### config.mk
export PLATFORM = sky130hd
export DESIGN_NAME = ldpc_dec_ctrl
export DESIGN_NICKNAME = d
export VERILOG_FILES = /design/src/rtl/ldpc_pkg.sv /design/src/rtl/ldpc_iter_cnt.sv /design/src/rtl/ldpc_dec_ctrl.sv
export SDC_FILE = /design/constraint.sdc
export NUM_CORES = 1
export LEC_CHECK = 0
export BUFFER_PORTS_ARGS = -buffer_cell sky130_fd_sc_hd__buf_2
export CORE_UTILIZATION = 49
export DETAILED_ROUTE_END_ITERATION = 7
export MAX_ROUTING_LAYER = met4
export PLACE_DENSITY = 0.69
export SETUP_SLACK_MARGIN = 0.1
export SLEW_MARGIN = 20
export SYNTH_ARGS = -nofsm -noshare
export SYNTH_HDL_FRONTEND = slang
export SYNTH_SLANG_ARGS = --single-unit
export TNS_END_PERCENT = 1
### constraint.sdc
create_clock -name clk_i -period 2.45 [get_ports clk_i]
set_input_delay 0.3675 -clock clk_i [delete_from_list [all_inputs] [get_ports clk_i]]
set_output_delay 0.3675 -clock clk_i [all_outputs]
set_load 0.02 [all_outputs]
### src/rtl/ldpc_pkg.sv
// Shared definitions for the LDPC frame controller: state encoding, code-rate
// enumeration and per-rate geometry lookups.
package ldpc_pkg;

  typedef enum logic [2:0] {
    ST_IDLE   = 3'd0,
    ST_LOAD   = 3'd1,
    ST_LAYER  = 3'd2,
    ST_WAIT   = 3'd3,
    ST_CHECK  = 3'd4,
    ST_OUTPUT = 3'd5
  } state_e;

  typedef enum logic [1:0] {
    RATE_1_2 = 2'd0,
    RATE_2_3 = 2'd1,
    RATE_3_4 = 2'd2,
    RATE_5_6 = 2'd3
  } code_rate_e;

  localparam int unsigned LAYER_W = 4;
  localparam int unsigned GEOM_W  = 16;

  function automatic logic [GEOM_W-1:0] rate_pick(
    input code_rate_e  rate,
    input int unsigned v0,
    input int unsigned v1,
    input int unsigned v2,
    input int unsigned v3
  );
    logic [GEOM_W-1:0] v;
    case (rate)
      RATE_1_2: v = GEOM_W'(v0);
      RATE_2_3: v = GEOM_W'(v1);
      RATE_3_4: v = GEOM_W'(v2);
      default:  v = GEOM_W'(v3);
    endcase
    return v;
  endfunction

  // Layers per iteration for the given rate.
  function automatic logic [GEOM_W-1:0] layers_of(
    input code_rate_e  rate,
    input int unsigned l0,
    input int unsigned l1,
    input int unsigned l2,
    input int unsigned l3
  );
    return rate_pick(rate, l0, l1, l2, l3);
  endfunction

  // Decoded bits read out for the given rate.
  function automatic logic [GEOM_W-1:0] out_len_of(
    input code_rate_e  rate,
    input int unsigned o0,
    input int unsigned o1,
    input int unsigned o2,
    input int unsigned o3
  );
    return rate_pick(rate, o0, o1, o2, o3);
  endfunction

endpackage

### src/rtl/ldpc_iter_cnt.sv
// Layer and iteration counters: the layer index wraps at the per-rate layer
// count and each wrap bumps the saturating iteration count.
module ldpc_iter_cnt
  import ldpc_pkg::*;
#(
  parameter int unsigned ITER_W    = 5,
  parameter int unsigned LAYERS_R0 = 12,
  parameter int unsigned LAYERS_R1 = 8,
  parameter int unsigned LAYERS_R2 = 6,
  parameter int unsigned LAYERS_R3 = 4
) (
  input  logic               clk_i,
  input  logic               rst_i,
  input  logic               clr_i,
  input  logic               adv_i,
  input  code_rate_e         rate_i,
  output logic [LAYER_W-1:0] layer_idx_o,
  output logic               last_layer_o,
  output logic [ITER_W-1:0]  num_iter_o
);

  localparam logic [ITER_W-1:0] ITER_MAX = '1;

  logic [LAYER_W-1:0] layer_q, layer_d;
  logic [ITER_W-1:0]  iter_q, iter_d;

  assign last_layer_o = (layer_q == LAYER_W'(layers_of(rate_i, LAYERS_R0, LAYERS_R1,
                                                       LAYERS_R2, LAYERS_R3) - 16'd1));
  assign layer_idx_o  = layer_q;
  assign num_iter_o   = iter_q;

  always_comb begin
    // NOTE: every target gets a default first so no latch is inferred.
    layer_d = layer_q;
    iter_d  = iter_q;
    if (clr_i) begin
      layer_d = '0;
      iter_d  = '0;
    end else if (adv_i) begin
      if (last_layer_o) begin
        layer_d = '0;
        if (iter_q != ITER_MAX) iter_d = iter_q + ITER_W'(1);
      end else begin
        layer_d = layer_q + LAYER_W'(1);
      end
    end
  end

  always_ff @(posedge clk_i) begin
    // NOTE: non-blocking assignments so every register samples pre-edge values.
    if (rst_i) begin
      layer_q <= '0;
      iter_q  <= '0;
    end else begin
      layer_q <= layer_d;
      iter_q  <= iter_d;
    end
  end

endmodule

### src/rtl/ldpc_dec_ctrl.sv
// Frame-level LDPC decoder controller: load, layered iterations with early
// termination on a clean syndrome, and hard-decision read-out.
module ldpc_dec_ctrl
  import ldpc_pkg::*;
#(
  parameter  int unsigned FRAME_LEN  = 648,
  parameter  int unsigned PAR        = 1,
  parameter  int unsigned ITER_W     = 5,
  parameter  int unsigned LAYERS_R0  = 12,
  parameter  int unsigned LAYERS_R1  = 8,
  parameter  int unsigned LAYERS_R2  = 6,
  parameter  int unsigned LAYERS_R3  = 4,
  parameter  int unsigned OUT_LEN_R0 = 324,
  parameter  int unsigned OUT_LEN_R1 = 432,
  parameter  int unsigned OUT_LEN_R2 = 486,
  parameter  int unsigned OUT_LEN_R3 = 540,
  localparam int unsigned BEATS      = FRAME_LEN / PAR,
  localparam int unsigned LD_AW      = (BEATS > 1) ? $clog2(BEATS) : 1,
  localparam int unsigned RD_AW      = $clog2(FRAME_LEN)
) (
  input  logic               clk_i,
  input  logic               rst_i,
  input  logic               sync_in_i,
  input  logic               in_valid_i,
  input  logic [1:0]         code_rate_i,
  input  logic [ITER_W-1:0]  max_iter_i,
  input  logic               layer_done_i,
  input  logic               syn_vld_i,
  input  logic               syn_ok_i,
  output logic [2:0]         fsm_state_o,
  output logic               load_en_o,
  output logic [LD_AW-1:0]   load_addr_o,
  output logic               layer_start_o,
  output logic [LAYER_W-1:0] layer_idx_o,
  output logic               syn_req_o,
  output logic [RD_AW-1:0]   rd_addr_o,
  output logic               out_valid_o,
  output logic               sync_out_o,
  output logic               busy_o,
  output logic               finish_o,
  output logic [ITER_W-1:0]  num_iter_o,
  output logic               early_term_o
);

  localparam logic [LD_AW-1:0] LAST_BEAT = LD_AW'(BEATS - 1);

  state_e            state_q, state_d;
  code_rate_e        rate_q, rate_d;
  logic [ITER_W-1:0] max_iter_q, max_iter_d;
  logic [LD_AW-1:0]  beat_q, beat_d;
  logic [LD_AW-1:0]  load_addr_q, load_addr_d;
  logic [RD_AW-1:0]  rd_addr_q, rd_addr_d;
  logic              load_en_q, load_en_d;
  logic              layer_start_q, layer_start_d;
  logic              syn_req_q, syn_req_d;
  logic              out_valid_q, out_valid_d;
  logic              sync_out_q, sync_out_d;
  logic              busy_q, busy_d;
  logic              finish_q, finish_d;
  logic              early_term_q, early_term_d;

  logic              cnt_clr, cnt_adv, last_layer;
  logic [ITER_W-1:0] num_iter;
  logic [RD_AW-1:0]  last_rd;

  ldpc_iter_cnt #(
    .ITER_W    (ITER_W),
    .LAYERS_R0 (LAYERS_R0),
    .LAYERS_R1 (LAYERS_R1),
    .LAYERS_R2 (LAYERS_R2),
    .LAYERS_R3 (LAYERS_R3)
  ) u_iter_cnt (
    .clk_i        (clk_i),
    .rst_i        (rst_i),
    .clr_i        (cnt_clr),
    .adv_i        (cnt_adv),
    .rate_i       (rate_q),
    .layer_idx_o  (layer_idx_o),
    .last_layer_o (last_layer),
    .num_iter_o   (num_iter)
  );

  assign last_rd = RD_AW'(out_len_of(rate_q, OUT_LEN_R0, OUT_LEN_R1,
                                     OUT_LEN_R2, OUT_LEN_R3) - 16'd1);

  always_comb begin
    state_d       = state_q;
    rate_d        = rate_q;
    max_iter_d    = max_iter_q;
    beat_d        = beat_q;
    load_addr_d   = load_addr_q;
    rd_addr_d     = rd_addr_q;
    load_en_d     = 1'b0;
    layer_start_d = 1'b0;
    syn_req_d     = 1'b0;
    out_valid_d   = 1'b0;
    sync_out_d    = 1'b0;
    finish_d      = 1'b0;
    early_term_d  = early_term_q;
    cnt_clr       = 1'b0;
    cnt_adv       = 1'b0;

    case (state_q)
      ST_IDLE: begin
        if (sync_in_i && in_valid_i) begin
          rate_d       = code_rate_e'(code_rate_i);
          max_iter_d   = (max_iter_i == '0) ? ITER_W'(1) : max_iter_i;
          cnt_clr      = 1'b1;
          early_term_d = 1'b0;
          load_en_d    = 1'b1;
          load_addr_d  = '0;
          beat_d       = LD_AW'(1);
          if (BEATS == 1) begin
            state_d       = ST_LAYER;
            layer_start_d = 1'b1;
          end else begin
            state_d = ST_LOAD;
          end
        end
      end

      ST_LOAD: begin
        if (in_valid_i) begin
          load_en_d   = 1'b1;
          load_addr_d = beat_q;
          beat_d      = beat_q + LD_AW'(1);
          if (beat_q == LAST_BEAT) begin
            state_d       = ST_LAYER;
            layer_start_d = 1'b1;
          end
        end
      end

      ST_LAYER: state_d = ST_WAIT;

      ST_WAIT: begin
        if (layer_done_i) begin
          cnt_adv = 1'b1;
          if (last_layer) begin
            state_d   = ST_CHECK;
            syn_req_d = 1'b1;
          end else begin
            state_d       = ST_LAYER;
            layer_start_d = 1'b1;
          end
        end
      end

      ST_CHECK: begin
        if (syn_vld_i) begin
          if (!syn_ok_i && (num_iter < max_iter_q)) begin
            state_d       = ST_LAYER;
            layer_start_d = 1'b1;
          end else begin
            // Stopping early only counts when iterations remained unused.
            early_term_d = syn_ok_i && (num_iter < max_iter_q);
            state_d      = ST_OUTPUT;
            out_valid_d  = 1'b1;
            sync_out_d   = 1'b1;
            rd_addr_d    = '0;
          end
        end
      end

      ST_OUTPUT: begin
        if (rd_addr_q == last_rd) begin
          state_d   = ST_IDLE;
          finish_d  = 1'b1;
          rd_addr_d = '0;
        end else begin
          rd_addr_d   = rd_addr_q + RD_AW'(1);
          out_valid_d = 1'b1;
        end
      end

      default: state_d = ST_IDLE;
    endcase

    busy_d = (state_d != ST_IDLE);
  end

  always_ff @(posedge clk_i) begin
    if (rst_i) begin
      state_q       <= ST_IDLE;
      rate_q        <= RATE_1_2;
      max_iter_q    <= '0;
      beat_q        <= '0;
      load_addr_q   <= '0;
      rd_addr_q     <= '0;
      load_en_q     <= 1'b0;
      layer_start_q <= 1'b0;
      syn_req_q     <= 1'b0;
      out_valid_q   <= 1'b0;
      sync_out_q    <= 1'b0;
      busy_q        <= 1'b0;
      finish_q      <= 1'b0;
      early_term_q  <= 1'b0;
    end else begin
      state_q       <= state_d;
      rate_q        <= rate_d;
      max_iter_q    <= max_iter_d;
      beat_q        <= beat_d;
      load_addr_q   <= load_addr_d;
      rd_addr_q     <= rd_addr_d;
      load_en_q     <= load_en_d;
      layer_start_q <= layer_start_d;
      syn_req_q     <= syn_req_d;
      out_valid_q   <= out_valid_d;
      sync_out_q    <= sync_out_d;
      busy_q        <= busy_d;
      finish_q      <= finish_d;
      early_term_q  <= early_term_d;
    end
  end

  assign fsm_state_o   = state_q;
  assign load_en_o     = load_en_q;
  assign load_addr_o   = load_addr_q;
  assign layer_start_o = layer_start_q;
  assign syn_req_o     = syn_req_q;
  assign rd_addr_o     = rd_addr_q;
  assign out_valid_o   = out_valid_q;
  assign sync_out_o    = sync_out_q;
  assign busy_o        = busy_q;
  assign finish_o      = finish_q;
  assign num_iter_o    = num_iter;
  assign early_term_o  = early_term_q;

endmodule

# Yosys cells after proc, flatten, opt, wreduce, memory -nomap -nowiden
# Cells that the tools add are included.
[word_totals] mem_bits_rw=0 reg_bits=57 romBits=0 latchBits=0 memories=0
[classes] order_cmp=1 n_shift=0 eq_ne=15 mul=0 reduce_logical=20 muxes=46 div_mod_pow=0 bitwise=4 n_addsub=6
[ops] op="2-to-1 mux 10 bit" count=7
[ops] op="one-hot mux 10 bit (2 select lines)" count=3
[ops] op="one-hot mux 10 bit (3 select lines)" count=1
[ops] op="2-to-1 mux 3 bit" count=8
[ops] op="adder 10 x 1 -> 10 bit, second input constant" count=2
[ops] op="2-to-1 mux 1 bit" count=19
[ops] op="one-hot mux 3 bit (6 select lines)" count=1
[ops] op="one-hot mux 4 bit (3 select lines)" count=1
[ops] op="== test 10 bit" count=1
[ops] op="== test 10 bit, second input constant" count=1
[ops] op="subtractor 10 x 1 -> 10 bit, second input constant" count=1
[ops] op="AND reduction 3 bit" count=3
[ops] op="!= test 2 bit, second input constant" count=4
[ops] op="== test 3 x 2 -> 1 bit, second input constant" count=2
[ops] op="== test 3 bit, second input constant" count=2
[ops] op="one-hot mux 1 bit (2 select lines)" count=3
[ops] op="nonzero test 2 bit" count=3
[ops] op="OR reduction 2 bit" count=3
[ops] op="adder 5 x 1 -> 5 bit, second input constant" count=1
[ops] op="logical NOT 5 bit" count=1
[ops] op="less-than comparator 5 bit" count=1
[ops] op="2-to-1 mux 5 bit" count=1
[ops] op="!= test 5 bit, second input constant" count=1
[ops] op="adder 4 x 1 -> 4 bit, second input constant" count=1
[ops] op="other kinds (16)" count=21

# Longest topological paths before layout
[depth] ltp_word=8 mapped_depth=8 mapped_depth_nobuf=7

# Hierarchy
# Synthesis repeated with hierarchy kept, for this count alone.
[unflattened] hier_cells=328 area_unflattened_um2=2895.3
[by_module_without_submodules] mod="ldpc_dec_ctrl" instances=1 cells_each=270 area_each_um2=2374.8
[by_module_without_submodules] mod="ldpc_iter_cnt" instances=1 cells_each=58 area_each_um2=520.5

# Least setup slack after synthesis
# OpenSTA, ideal clock, no wires.
[synth_timing] path_kind="flip-flop to flip-flop" from="register u_iter_cnt.iter_q[4] (netlist: u_iter_cnt.num_iter_o[4])" to="register rd_addr_q[4] (netlist: rd_addr_o[4])" stages_incl_launch_ff=8 t_arrival_ns=1.913 n_path_buf=1 path_slack_ns=0.449 path_cell_list="dfxtp_1 > ha_1 > a21o_1 > o311a_1 > a21oi_1 > buf_2 > a31oi_1 > o31ai_1"
[synth_between] elab_chain_cells=4
[synth_lines] element="start, declared" line="ldpc_iter_cnt.sv:25" rtl="logic [ITER_W-1:0] iter_q, iter_d;"
[synth_lines] element="start signal, assigned" line="ldpc_iter_cnt.sv:56" rtl="iter_q <= iter_d;"
[synth_lines] element="less-than comparator 5 bit" line="ldpc_dec_ctrl.sv:151" rtl="if (!syn_ok_i && (num_iter < max_iter_q)) begin"
[synth_lines] element="logical AND 1 bit" line="ldpc_dec_ctrl.sv:151"
[synth_lines] element="!= test 2 bit (no source line)"
[synth_lines] element="AND reduction 3 bit (no source line)"
[synth_lines] element="end signal, assigned" line="ldpc_dec_ctrl.sv:204" rtl="rd_addr_q <= rd_addr_d;"
[synth_lines] element="end, declared" line="ldpc_dec_ctrl.sv:52" rtl="logic [RD_AW-1:0] rd_addr_q, rd_addr_d;"
# No other way between the ends.
# A chain may end at the register's enable or synchronous reset.

# Worst setup path after layout
[layout_timing] from="register rate_q[0]" to="register rd_addr_q[9] (netlist: rd_addr_o[9])"
[layout_between] elab_chain_cells=6 word_cells_on_any_way=8
[layout_lines] element="start, declared" line="ldpc_dec_ctrl.sv:48" rtl="code_rate_e rate_q, rate_d;"
[layout_lines] element="start signal, assigned" line="ldpc_dec_ctrl.sv:200" rtl="rate_q <= rate_d;"
[layout_lines] element="== test 2 bit, or another cell as far along" line="ldpc_pkg.sv:32" rtl="case (rate)"
[layout_lines] element="one-hot mux 10 bit (3 select lines) (*)" line="ldpc_pkg.sv:32"
[layout_lines] element="subtractor 10 x 1 -> 10 bit (*)" line="ldpc_dec_ctrl.sv:84" rtl="OUT_LEN_R2, OUT_LEN_R3) - 16'd1);"
[layout_lines] element="== test 10 bit (*)" line="ldpc_dec_ctrl.sv:166" rtl="if (rd_addr_q == last_rd) begin"
[layout_lines] element="2-to-1 mux 10 bit (*)" line="ldpc_dec_ctrl.sv:166"
[layout_lines] element="one-hot mux 10 bit (2 select lines) (*)" line="ldpc_dec_ctrl.sv:103" rtl="case (state_q)"
# Every way passes the cells marked *; elsewhere a longest branch is shown, timed or not.

==> PnR_summary.wiki <==
{| class="wikitable"
! Metric !! Value
|-
| Gp weighted congestion || 0.827
|-
| Required time at the endpoint of the critical path || 2660 ps
|-
| Number of design rule violations left after detail routing || 0
|-
| Clock network latency to the later pin of the worst-skew pair || 330 ps
|-
| Beginning of the worst register-to-register path || rate_q[0]$_SDFFE_PP0P_
|-
| Final std cells w/o fill || 450
|-
| Number of nets still failing antenna checks after routing || 0
|-
| Largest delay contributor family on the critical path || compound AO/OA/AOI/OAI gates
|-
| Sequential share of the synthesized area || 41.0%
|-
| CTS tree || yes
|-
| DIE WIDTH || 77.4 um
|-
| Layout cell share with drive strength beyond 1 || 22.8%
|-
| Placed Cells incl. Taps || 435
|-
| Max Clk Rate || 466 MHz
|-
| Number of nets in the layout || 401
|-
| Maximum vdd ir drop || 0.000321 V
|-
| Worst slew slack as a fraction of its limit || 64.6%
|-
| Filler Cells Inserted || 501
|-
| Number of warnings issued by yosys || 0
|-
| Worst hold path depth || 3
|-
| Register clock-pin slew on the reported worst setup and hold paths || 60 ps
|-
| Setup repair bufs after CTS || 0
|-
| First-pass DRT Iterations || 4
|-
| Number of buffers inserted during clock tree synthesis || 9
|-
| EDFF count, synth || 0
|-
| Number of sinks handled by clock tree synthesis || 57
|-
| Period utilisation layout || 87.7%
|-
| Worst slack on hold paths || 278 ps
|-
| Cell chain of the critical path || inv_1, ha_1, or4_1, nand2_1, a31oi_4, o21bai_1, a21oi_1
|-
| Setup violation total in the final timing report || 0
|-
| Number of flip-flops and latches in the synthesized netlist || 57
|-
| Post-synthesis cell count || 314
|-
| Number of hold violations in the final report || 0
|-
| Global-route wire length before repair || 10900 um
|-
| Routed Wire Length || 6330 um
|-
| Hold Path Origin || code_rate_i[0]
|-
| Library cell with the largest summed area after synthesis || dfxtp_1
|-
| Via density || 5.56
|-
| Vias in the first global route || 2334
|-
| Main flop type after synthesis || dfxtp_1
|-
| Min-Delay Path Class || input pin to flip-flop
|-
| Static power due to leakage || 0.00139 uW
|-
| Slowest cell on crit path || dfxtp_1
|-
| Count of standard-cell rows || 27
|-
| Number of distinct library cells after synthesis || 54
|-
| DRC marker count from the first detailed-route iteration || 148
|-
| Outcome || completed
|-
| Worst reg2reg path endpoint || rd_addr_o[9]$_SDFFE_PP0P_
|-
| Post-cts repair resize count || 0
|-
| Power Density || 548 nW/um2
|-
| Count of maximum capacitance violations || 0
|-
| Post-DP HPWL || 4580 um
|-
| Area share of the largest cell type after synthesis || 41.0%
|-
| Final sum of negative setup slack || 0 ps
|-
| Overall track demand over capacity in global routing || 23.5%
|-
| Final Slew Violations || 0
|-
| Worst path bufs/invs || 1
|-
| Clock Skews || 5.72 ps
|-
| Std-Cell Core Area || 5510 um2
|-
| Largest incremental delay on the critical path || 410 ps
|-
| Mapped cell area || 2790 um2
|-
| Number of antenna violations at the first check in global routing || 0
|-
| Root buf cell || clkbuf_8
|-
| Core occupancy in the finished layout || 60.2%
|-
| Worst Hold Path EP || rate_q[0]$_SDFFE_PP0P_
|-
| Slack of the worst reg-to-reg path || 300 ps
|-
| Most frequent cells after synthesis || dfxtp_1 (57), nor2_1 (37), nand2_1 (21), a21oi_1 (19), ha_1 (13)
|-
| Avg Inst Size Synth || 8.87 um2
|-
| Deepest level of the CTS H-tree || 3
|-
| I/O Pins || 54
|-
| Aggregate global routing overflow || 0
|-
| Critical path capture point type || flip-flop
|-
| Total power || 1820 uW
|-
| Initial Util || 50.6%
|-
| Die Footprint || 5990 um2
|-
| Buffer levels on the longest clock path || 2
|-
| Synth top area cells || dfxtp_1 (41%), ha_1 (5.8%), nor2_1 (5.0%)
|-
| Pin count of the biggest net entering global routing || 39
|-
| Startpoint type of the worst setup path || flip-flop
|-
| Routed length per placed instance || 14.1 um
|-
| Actual transition at the worst max-transition pin || 530 ps
|-
| Syn nets || 341
|-
| Number of antenna diodes || 0
|-
| Chip height || 77.4 um
|-
| Post-route minimum period || 2150 ps
|-
| Category of the most critical setup path || flip-flop to flip-flop
|-
| Cell with the most instances after synthesis || dfxtp_1
|-
| Maximum fanout along the worst path || 8
|-
| Unrepaired setup endpoints after global routing || no
|-
| Share of synthesized flip-flops with an asynchronous set or reset || 0%
|-
| Vias after detailed routing || 2500
|-
| R2R cell count || 7
|-
| Count of buffers from port buffering || 53
|-
| Synthesis-to-layout area growth || 19.0%
|-
| Number of buffers added to fix hold violations after cts || 0
|-
| Data arrival time of the worst path || 2350 ps
|}
[kinds of logic (layout without fill, tap and decap cells)]
logic type,Yosys count,in the layout,synth area share (%)
xor gates and xnor gates,19,19,5.97
buffers and inverters,26,90,3.73
muxes,8,8,2.87
AOI/OAI and AO/OA,64,64,15.8
and+or+nand+nor,127,127,24.8
adders and majority gates,13,13,5.84
DFF,57,57,41.0
[flip-flops by register name (all words and copies together) (netlist names)]
signal,flops
sync_out_o,1
rd_addr_o,10
load_en_o,1
beat_q,10
rate_q,2
load_addr_o,10
u_iter_cnt.layer_idx_o,4
out_valid_o,1
finish_o,1
busy_o,1
max_iter_q,5
fsm_state_o,3
u_iter_cnt.num_iter_o,5
layer_start_o,1
early_term_o,1
syn_req_o,1
[power by group]
part	switching, uW	total, uW	internal [uW]	leakage [uW]
sequential	8.50	947	939	0.000461
clock	353	739	385	0.0000822
combinational	83.5	133	49.1	0.000849
[cell type report]
class	count	area (um2)	share of cell area (%)
inverters	13	48.8	1.47
clock inverters	3	17.5	0.528
repair buffers	62	333	10.0
multi-input cells	231	1540	46.5
clock buffers	12	145	4.38
flip-flops and latches	57	1140	34.4
well taps	72	90.1	2.72
[per-layer routing]
metal | vias up | part of all wire (%) | GRT usage (%)
met5 | - | 0 | -
met4 | 0 | 0.99 | 7.92
met3 | 6 | 4.9 | 7.29
met2 | 63 | 47 | 37.3
met1 | 1180 | 47 | 28.2
li1 | 1251 | - | -
[worst max-delay path by stage]
stage / startpoint / endpoint / slack (ps) / cells past startpoint
after floorplan: u_iter_cnt.num_iter_o[4]$_SDFFE_PP0P_ / rd_addr_o[4]$_SDFFE_PP0P_ / 450 / 7
after global placement: rate_q[0]$_SDFFE_PP0P_ / rd_addr_o[9]$_SDFFE_PP0P_ / 390 / 7
after detailed placement: rate_q[0]$_SDFFE_PP0P_ / rd_addr_o[6]$_SDFFE_PP0P_ / 320 / 7
after CTS: rate_q[0]$_SDFFE_PP0P_ / rd_addr_o[6]$_SDFFE_PP0P_ / 300 / 7
after global routing: rate_q[0]$_SDFFE_PP0P_ / rd_addr_o[9]$_SDFFE_PP0P_ / 160 / 7
final: rate_q[0]$_SDFFE_PP0P_ / rd_addr_o[9]$_SDFFE_PP0P_ / 300 / 7
[layout by cell type, fill, tap and decap left out, drive strengths merged, types with 5 or more instances in the layout]
cell     n
dfxtp   57
a22oi   10
nand3    8
nand2   21
nor3    10
o21ai    9
mux2i    8
nand2b   6
xor2     8
or4      6
nand4   10
clkbuf  12
a31oi    7
xnor2   11
nor2    38
ha      13
o31ai    5
a21oi   19
buf     62
inv     13
[worst min-delay path, stage by stage]
cell,delay (ps)
buf_2,100
nand2_1,50
a21oi_1,50
[through the flow]
step,worst slack (ps),instance area [um2]
after floorplan,449,2790
after global placement,386,3150
after detailed placement,323,3150
after CTS,305,3320
after global routing,159,3320
final,302,3320
(Power assumes the default switching activity.)
